[src/rtl/pipeline_sequencer_if.sv]
// Hazard/stall control bundle between the pipeline datapath and the sequencer.
interface pipeline_sequencer_if;
   logic [4:0]  id_rs;
   logic [4:0]  id_rt;
   logic        id_uses_rt;
   logic        ex_mem_read;
   logic [4:0]  ex_rt;
   logic        ex_branch_taken;
   logic        id_jump;
   logic        mem_req;
   logic        mem_ready;
   logic        pc_write;
   logic        if_id_write;
   logic        if_id_flush;
   logic        control_mux;
   logic        pipe_hold;
   logic        mem_error;
   logic [15:0] stall_cycles;
   logic [15:0] flush_count;

   modport slave (
      input  id_rs, id_rt, id_uses_rt, ex_mem_read, ex_rt, ex_branch_taken,
             id_jump, mem_req, mem_ready,
      output pc_write, if_id_write, if_id_flush, control_mux, pipe_hold,
             mem_error, stall_cycles, flush_count
   );

   modport master (
      output id_rs, id_rt, id_uses_rt, ex_mem_read, ex_rt, ex_branch_taken,
             id_jump, mem_req, mem_ready,
      input  pc_write, if_id_write, if_id_flush, control_mux, pipe_hold,
             mem_error, stall_cycles, flush_count
   );
endinterface

[src/rtl/pipeline_sequencer.sv]
// Five-stage pipeline hazard sequencer: memory-wait hold with timeout, branch/jump
// flushes, load-use bubbles, plus saturating stall/flush statistics.
module pipeline_sequencer #(
   parameter int unsigned MEM_TIMEOUT = 15
) (
   input  logic                 clk,
   input  logic                 reset,
   pipeline_sequencer_if.slave  bus
);
   localparam int unsigned WAIT_W = 8;
   localparam int unsigned CNT_W  = 16;
   localparam logic [WAIT_W-1:0] WAIT_LAST = WAIT_W'(MEM_TIMEOUT - 1);
   localparam logic [CNT_W-1:0]  CNT_MAX   = {CNT_W{1'b1}};

   typedef enum logic [1:0] {RUN, MEM_WAIT, ERR} state_t;

   state_t              r_state, w_state_nxt;
   logic [WAIT_W-1:0]   r_wait_cnt, w_wait_cnt_nxt;
   logic [CNT_W-1:0]    r_stall_cycles, r_flush_count;
   logic                r_mem_error;
   logic                w_mem_stall, w_load_use;
   logic                w_pc_write, w_if_id_write, w_if_id_flush, w_control_mux, w_pipe_hold;

   assign w_mem_stall = bus.mem_req & ~bus.mem_ready;
   assign w_load_use  = bus.ex_mem_read & (bus.ex_rt != 5'd0) &
                        ((bus.ex_rt == bus.id_rs) | (bus.id_uses_rt & (bus.ex_rt == bus.id_rt)));

   always_ff @(posedge clk) begin
      if (reset) begin
         r_state     <= RUN;
         r_wait_cnt  <= '0;
         r_mem_error <= 1'b0;
      end else begin
         r_state     <= w_state_nxt;
         r_wait_cnt  <= w_wait_cnt_nxt;
         r_mem_error <= (w_state_nxt == ERR);
      end
   end

   // Mealy next-state and control; reset forces the frozen-pipeline pattern.
   always_comb begin
      w_state_nxt    = r_state;
      w_wait_cnt_nxt = r_wait_cnt;
      w_pc_write     = 1'b1;
      w_if_id_write  = 1'b1;
      w_if_id_flush  = 1'b0;
      w_control_mux  = 1'b1;
      w_pipe_hold    = 1'b0;
      case (r_state)
         RUN, MEM_WAIT: begin
            if (w_mem_stall) begin
               w_pc_write    = 1'b0;
               w_if_id_write = 1'b0;
               w_pipe_hold   = 1'b1;
               if (r_wait_cnt == WAIT_LAST) begin
                  w_state_nxt = ERR;
               end else begin
                  w_state_nxt    = MEM_WAIT;
                  w_wait_cnt_nxt = r_wait_cnt + WAIT_W'(1);
               end
            end else begin
               w_state_nxt    = RUN;
               w_wait_cnt_nxt = '0;
               if (bus.ex_branch_taken) begin
                  w_if_id_flush = 1'b1;
                  w_control_mux = 1'b0;
               end else if (w_load_use) begin
                  w_pc_write    = 1'b0;
                  w_if_id_write = 1'b0;
                  w_control_mux = 1'b0;
               end else if (bus.id_jump) begin
                  w_if_id_flush = 1'b1;
               end
            end
         end
         ERR: begin
            w_pc_write    = 1'b0;
            w_if_id_write = 1'b0;
            w_pipe_hold   = 1'b1;
            w_control_mux = 1'b0;
         end
         default: begin
            w_state_nxt    = RUN;
            w_wait_cnt_nxt = '0;
         end
      endcase
      if (reset) begin
         w_pc_write    = 1'b0;
         w_if_id_write = 1'b0;
         w_if_id_flush = 1'b0;
         w_control_mux = 1'b0;
         w_pipe_hold   = 1'b1;
      end
   end

   // Saturating statistics counters.
   always_ff @(posedge clk) begin
      if (reset) begin
         r_stall_cycles <= '0;
         r_flush_count  <= '0;
      end else begin
         if (!w_pc_write && (r_stall_cycles != CNT_MAX))
            r_stall_cycles <= r_stall_cycles + CNT_W'(1);
         if (w_if_id_flush && (r_flush_count != CNT_MAX))
            r_flush_count <= r_flush_count + CNT_W'(1);
      end
   end

   assign bus.pc_write     = w_pc_write;
   assign bus.if_id_write  = w_if_id_write;
   assign bus.if_id_flush  = w_if_id_flush;
   assign bus.control_mux  = w_control_mux;
   assign bus.pipe_hold    = w_pipe_hold;
   assign bus.mem_error    = r_mem_error & ~reset;
   assign bus.stall_cycles = r_stall_cycles;
   assign bus.flush_count  = r_flush_count;
endmodule

[src/flat_wrapper.sv]
// flat-port wrapper written by rule: the top's interface ports become plain ports
module pipeline_sequencer_flat 
#(
   parameter int unsigned MEM_TIMEOUT = 15
)
  (clk, reset, bus_id_rs, bus_id_rt, bus_id_uses_rt, bus_ex_mem_read, bus_ex_rt, bus_ex_branch_taken, bus_id_jump, bus_mem_req, bus_mem_ready, bus_pc_write, bus_if_id_write, bus_if_id_flush, bus_control_mux, bus_pipe_hold, bus_mem_error, bus_stall_cycles, bus_flush_count);
  pipeline_sequencer_if bus_i ();
  input  logic clk;
  input  logic reset;
  input wire logic [$bits(bus_i.id_rs)-1:0] bus_id_rs;
  input wire logic [$bits(bus_i.id_rt)-1:0] bus_id_rt;
  input wire logic [$bits(bus_i.id_uses_rt)-1:0] bus_id_uses_rt;
  input wire logic [$bits(bus_i.ex_mem_read)-1:0] bus_ex_mem_read;
  input wire logic [$bits(bus_i.ex_rt)-1:0] bus_ex_rt;
  input wire logic [$bits(bus_i.ex_branch_taken)-1:0] bus_ex_branch_taken;
  input wire logic [$bits(bus_i.id_jump)-1:0] bus_id_jump;
  input wire logic [$bits(bus_i.mem_req)-1:0] bus_mem_req;
  input wire logic [$bits(bus_i.mem_ready)-1:0] bus_mem_ready;
  output wire logic [$bits(bus_i.pc_write)-1:0] bus_pc_write;
  output wire logic [$bits(bus_i.if_id_write)-1:0] bus_if_id_write;
  output wire logic [$bits(bus_i.if_id_flush)-1:0] bus_if_id_flush;
  output wire logic [$bits(bus_i.control_mux)-1:0] bus_control_mux;
  output wire logic [$bits(bus_i.pipe_hold)-1:0] bus_pipe_hold;
  output wire logic [$bits(bus_i.mem_error)-1:0] bus_mem_error;
  output wire logic [$bits(bus_i.stall_cycles)-1:0] bus_stall_cycles;
  output wire logic [$bits(bus_i.flush_count)-1:0] bus_flush_count;
  assign bus_i.id_rs = bus_id_rs;
  assign bus_i.id_rt = bus_id_rt;
  assign bus_i.id_uses_rt = bus_id_uses_rt;
  assign bus_i.ex_mem_read = bus_ex_mem_read;
  assign bus_i.ex_rt = bus_ex_rt;
  assign bus_i.ex_branch_taken = bus_ex_branch_taken;
  assign bus_i.id_jump = bus_id_jump;
  assign bus_i.mem_req = bus_mem_req;
  assign bus_i.mem_ready = bus_mem_ready;
  assign bus_pc_write = bus_i.pc_write;
  assign bus_if_id_write = bus_i.if_id_write;
  assign bus_if_id_flush = bus_i.if_id_flush;
  assign bus_control_mux = bus_i.control_mux;
  assign bus_pipe_hold = bus_i.pipe_hold;
  assign bus_mem_error = bus_i.mem_error;
  assign bus_stall_cycles = bus_i.stall_cycles;
  assign bus_flush_count = bus_i.flush_count;
  pipeline_sequencer #(.MEM_TIMEOUT(MEM_TIMEOUT)) u_core (.clk(clk), .reset(reset), .bus(bus_i));
endmodule
[config.mk]
export PLATFORM = sky130hd
export DESIGN_NAME = pipeline_sequencer_flat
export DESIGN_NICKNAME = d
export VERILOG_FILES = /design/src/rtl/pipeline_sequencer_if.sv /design/src/rtl/pipeline_sequencer.sv /design/src/flat_wrapper.sv
export SDC_FILE = /design/constraint.sdc
export NUM_CORES = 1
export LEC_CHECK = 0
export BUFFER_PORTS_ARGS = -buffer_cell sky130_fd_sc_hd__buf_2
export CORE_MARGIN = 2
export CORE_UTILIZATION = 40
export DETAILED_ROUTE_END_ITERATION = 10
export GPL_TIMING_DRIVEN = 0
export PLACE_DENSITY_LB_ADDON = 0.08
export SETUP_SLACK_MARGIN = 0.2
export SLEW_MARGIN = 20
export SYNTH_ARGS = -nofsm -noshare
export SYNTH_HDL_FRONTEND = slang
export SYNTH_SLANG_ARGS = --single-unit
[constraint.sdc]
create_clock -name clk -period 2.12 [get_ports clk]
set_input_delay 0.424 -clock clk [delete_from_list [all_inputs] [get_ports clk]]
set_output_delay 0.424 -clock clk [all_outputs]
set_load 0.02 [all_outputs]
==> qor.log <==
[run_status] run status finished with violations
[run_status] failing checks negative setup slack
[timing] Min Hold Slack 0.459 ns
[timing] clock period minus final worst setup slack 2.39 ns
[clock_tree] CTS Hold Bufs 0
[setup_path] type of the worst setup path in2out
[drt] number of search-and-repair iterations in the first detailed-routing pass 4
[global_route] vias in the first global route 2029
[global_route] global routing's busiest layer met2
[pwr] total net switching power 441 uW
[pwr] combinational cell fraction of total power 17.8%
[die] number of core rows 27
[timing] transition time at the pin with the least slew margin 0.476 ns
[clock_tree] CTS tree done
[pwr] sequential share of power 51.2%
[setup_path] arrival time of data at the critical path endpoint 1.96 ns
[timing] normalized max-slew margin 68.3%
[pwr] maximum ir drop on the vdd rail 0.332 mV
[run] Max-Cap Viols 0
[clock_tree] clock buffers created by TritonCTS 5
[global_route] met2 track demand over resource 31.5%
[setup_path] Worst Path Max Fanout 5
[place] # port buffers 60
[die] core outline area 0.00554 sq mm
[drt] Post-Route WL 5.88 mm
[timing] final-layout setup total negative slack -0.509 ns
[setup_path] type of origin of the critical path primary input
[setup_path] biggest cell delay along the critical path 0.35 ns
[yosys] primary flip-flop cell chosen by synthesis mapping dfxtp_1
[timing] post-layout worst setup margin -0.266 ns
[timing] Max Clock Skew 0.00868 ns
[yosys] Post-synth EDFFs 0
[timing] highest achievable clock rate 419 MHz
[setup_path] type of destination of the critical path output port
[yosys] Async S/R FF share, synth 0%
[timing] unrepaired setup endpoints after global routing true
[cells_and_area] fraction of final layout cells sized beyond drive strength 1 39.4%
[yosys] Syn Inst Count 269
[drt] via count 2225
[clock_tree] clock sink count 43
[pwr] clock share of power 31.0%
[cells_and_area] most common cell after layout, fill and taps aside buf_2
[setup_path] Worst Reg2Reg Path Length in Cells 6
[pwr] Design Power 1.63 mW
[yosys] summed instance area of the synthesized netlist 0.00232 sq mm
[global_route] total overflow reported by the global router 0
[die] initial cell density of the core 41.9%
[drt] detail-routed net length per standard cell 13.9 microns
[global_route] initial antenna violation count 0
[drt] count of routing violations after the opening detailed-route iteration 56
[clock_tree] maximum level of the CTS H-tree 2
[setup_path] required arrival time at the worst endpoint 1.70 ns
[setup_path] CP most frequent cell buf_6
[die] die span in y 80.2 microns
[cells_and_area] area growth from synthesis to final layout 43.0%
[timing] count of final max-slew check failures 0
[setup_path] Crit Reg-Reg Endpoint u_core.bus.flush_count[15]
[timing] fin crit share 113%
[cells_and_area] final-stage net count 376
[die] area of the die 0.00643 sq mm
[drt] drt drc 0
[yosys] Ys Warns 0
[global_route] met1 Track Usage GR 22.5%
[pwr] PwrDens 492 mW/mm^2
[setup_path] critical path launch point bus_ex_rt[0]
[global_route] largest net degree at the start of global routing 13
[drt] number of vias per cell 5.27
[setup_path] Reg2Reg Setup Slack 0.15 ns
[cells_and_area] number of fill cells in the layout 504
[place] number of cells after detailed placement 401
[place] pre-CTS setup slack -0.414 ns
[global_route] global router's overall resource usage 18.1%
[pwr] Switching Fraction 27.0%
[clock_tree] insertion delay of the later-clocked pin in the worst-skew pair 0.29 ns
[yosys] portion of the post-synthesis area used by sequential elements 37.1%
[setup_path] worst path cell trace buf_8, xor2_1, nor4_2, a32oi_2, o41a_1, buf_6, buf_12, buf_6, buf_6
[min_path] type of the tightest min-delay check in2reg
[drt] antenna viol nets, final 0
[place] gp weighted congestion 0.762
[pwr] Static Leakage 1.31 nW
[yosys] Post-Syn Nets 296
[yosys] number of distinct library cell variants in the gate-level netlist after synthesis 47
[setup_path] RR Startpoint u_core.bus.flush_count[3]
[timing] Final Hold Vio Count 0
[pwr] internal cell power 1.19 mW
[cells_and_area] antenna fix cells 0
[timing] total setup violations reported at the end of the flow 3
[place] hpwl dp 3.94 mm
[global_route] GR Util met3 4.04%
[die] boundary pin count 61
[yosys] flops & latches, synth 43
[global_route] wire length of the first global-routing pass 9.21 mm
[die] die span in x 80.2 microns
[clock_tree] Max Buffers Root-to-Sink 2
[yosys] average footprint of a synthesized cell 8.63 sq um
[clock_tree] Clock Tree Root clkbuf_8
[cells_and_area] commonest cells after routing, fill and taps aside buf_2 (51), dfxtp_1 (38), nor2_1 (29), xnor2_1 (16)
[setup_path] slowest CP cell o41a_1
[setup_path] destination of the critical timing path bus_pc_write
[clock_tree] clock transition at the registers of the reported paths 0.08 ns
[cells_and_area] fin cells 422
==> flip-flops by register name, indices dropped and copies added (netlist names) <==
signal                   count
u_core.bus.flush_count      16
u_core.bus.stall_cycles     16
u_core.r_wait_cnt            8
u_core.r_state               2
u_core.r_mem_error           1
==> repair_timing <==
item | CTS | global route
endpoints found under the hold margin | 0 | 0
cloned | 1 | 0
setup endpoints to repair | 34 | 36
gates resized for setup | 37 | 44
pin swaps | 23 | 30
buffers inserted | 7 | 6
==> worst min-delay path by stage <==
stage / startpoint / cells after the start / slack [ns] / to
2_1_floorplan: u_core.r_wait_cnt[5] / 2 / 0.45 / u_core.r_wait_cnt[5]
5_1_grt: reset / 3 / 0.46 / u_core.bus.flush_count[3]
6_report: reset / 3 / 0.46 / u_core.bus.flush_count[3]
4_1_cts: reset / 3 / 0.44 / u_core.bus.flush_count[3]
3_5_place_dp: u_core.bus.flush_count[5] / 2 / 0.47 / u_core.bus.flush_count[5]
3_3_place_gp: u_core.bus.flush_count[5] / 2 / 0.47 / u_core.bus.flush_count[5]
==> stage by stage <==
| step | instance area (sq um) | utilization, % |
|---|---|---|
| after floorplan | 2360 | - |
| after global placement | 2760 | 49.7 |
| after detailed placement | 2760 | 49.7 |
| after CTS | 3090 | 55.8 |
| after global routing | 3320 | 59.9 |
| final | 3320 | 59.9 |
==> metal layers <==
layer / wire length, microns / vias to the layer above / part of all wire, %
met1: 2550 / 1046 / 43
met3: 269 / 6 / 4.6
li1: - / 1112 / -
met5: 0 / - / 0
met4: 59 / 0 / 1.0
met2: 3000 / 61 / 51
==> logic make-up (layout without fill, tap and decap cells) <==
kind of cell               Yosys count  in the layout  synth area share [%]
muxes                                3              3                  1.40
adders and majority gates            4              4                  2.16
AOI/OAI and AO/OA                   42             42                  11.2
xor gates and xnor gates            30             30                  11.3
DFF                                 43             43                  37.1
and+or+nand+nor                    126            126                  30.7
buffers and inverters               21            102                  6.14
==> power by group through the flow <==
stage	logic [mW]	clock network [mW]	registers, mW
after floorplan	0.122	0	0.865
after global placement	0.206	0	0.854
after detailed placement	0.207	0	0.854
after CTS	0.256	0.527	0.835
after global routing	0.308	0.568	0.839
final	0.290	0.507	0.837
==> cell usage after synthesis (all sizes together), types with 4 or more instances <==
cell type	n	area share, %
or4	8	2.6
and3	9	2.5
xor2	14	5.3
inv	9	1.5
a21oi	14	3.0
o31ai	4	1.3
and2	5	1.3
o21ai	14	3.3
dfxtp	43	37
clkbuf	5	1.2
nand2	16	2.6
xnor2	16	6.0
or3	6	1.6
ha	4	2.2
nor2b	5	1.3
nor3	13	4.1
nor2	32	5.2
buf	7	3.4
nand4	8	2.2
nor4	5	2.3
nand3	12	2.6
==> worst max-delay path, delay by kind of cell <==
kind | cells | cell delay, ns
compound gates | 2 | 0.53
simple gates | 1 | 0.28
xor+xnor | 1 | 0.16
buf+inv | 5 | 0.57
==> cell type report <==
type	instances	area [sq um]	area share (%)
inverter	9	33.8	1.02
multi-input combinational	205	1590	47.9
clock inverter	1	5.00	0.151
sequential	43	867	26.1
buffer	11	129	3.88
clock buffer	7	76.3	2.30
timing repair buffer	74	529	15.9
tap	72	90.1	2.71
Power figures use the tool's default switching activity.
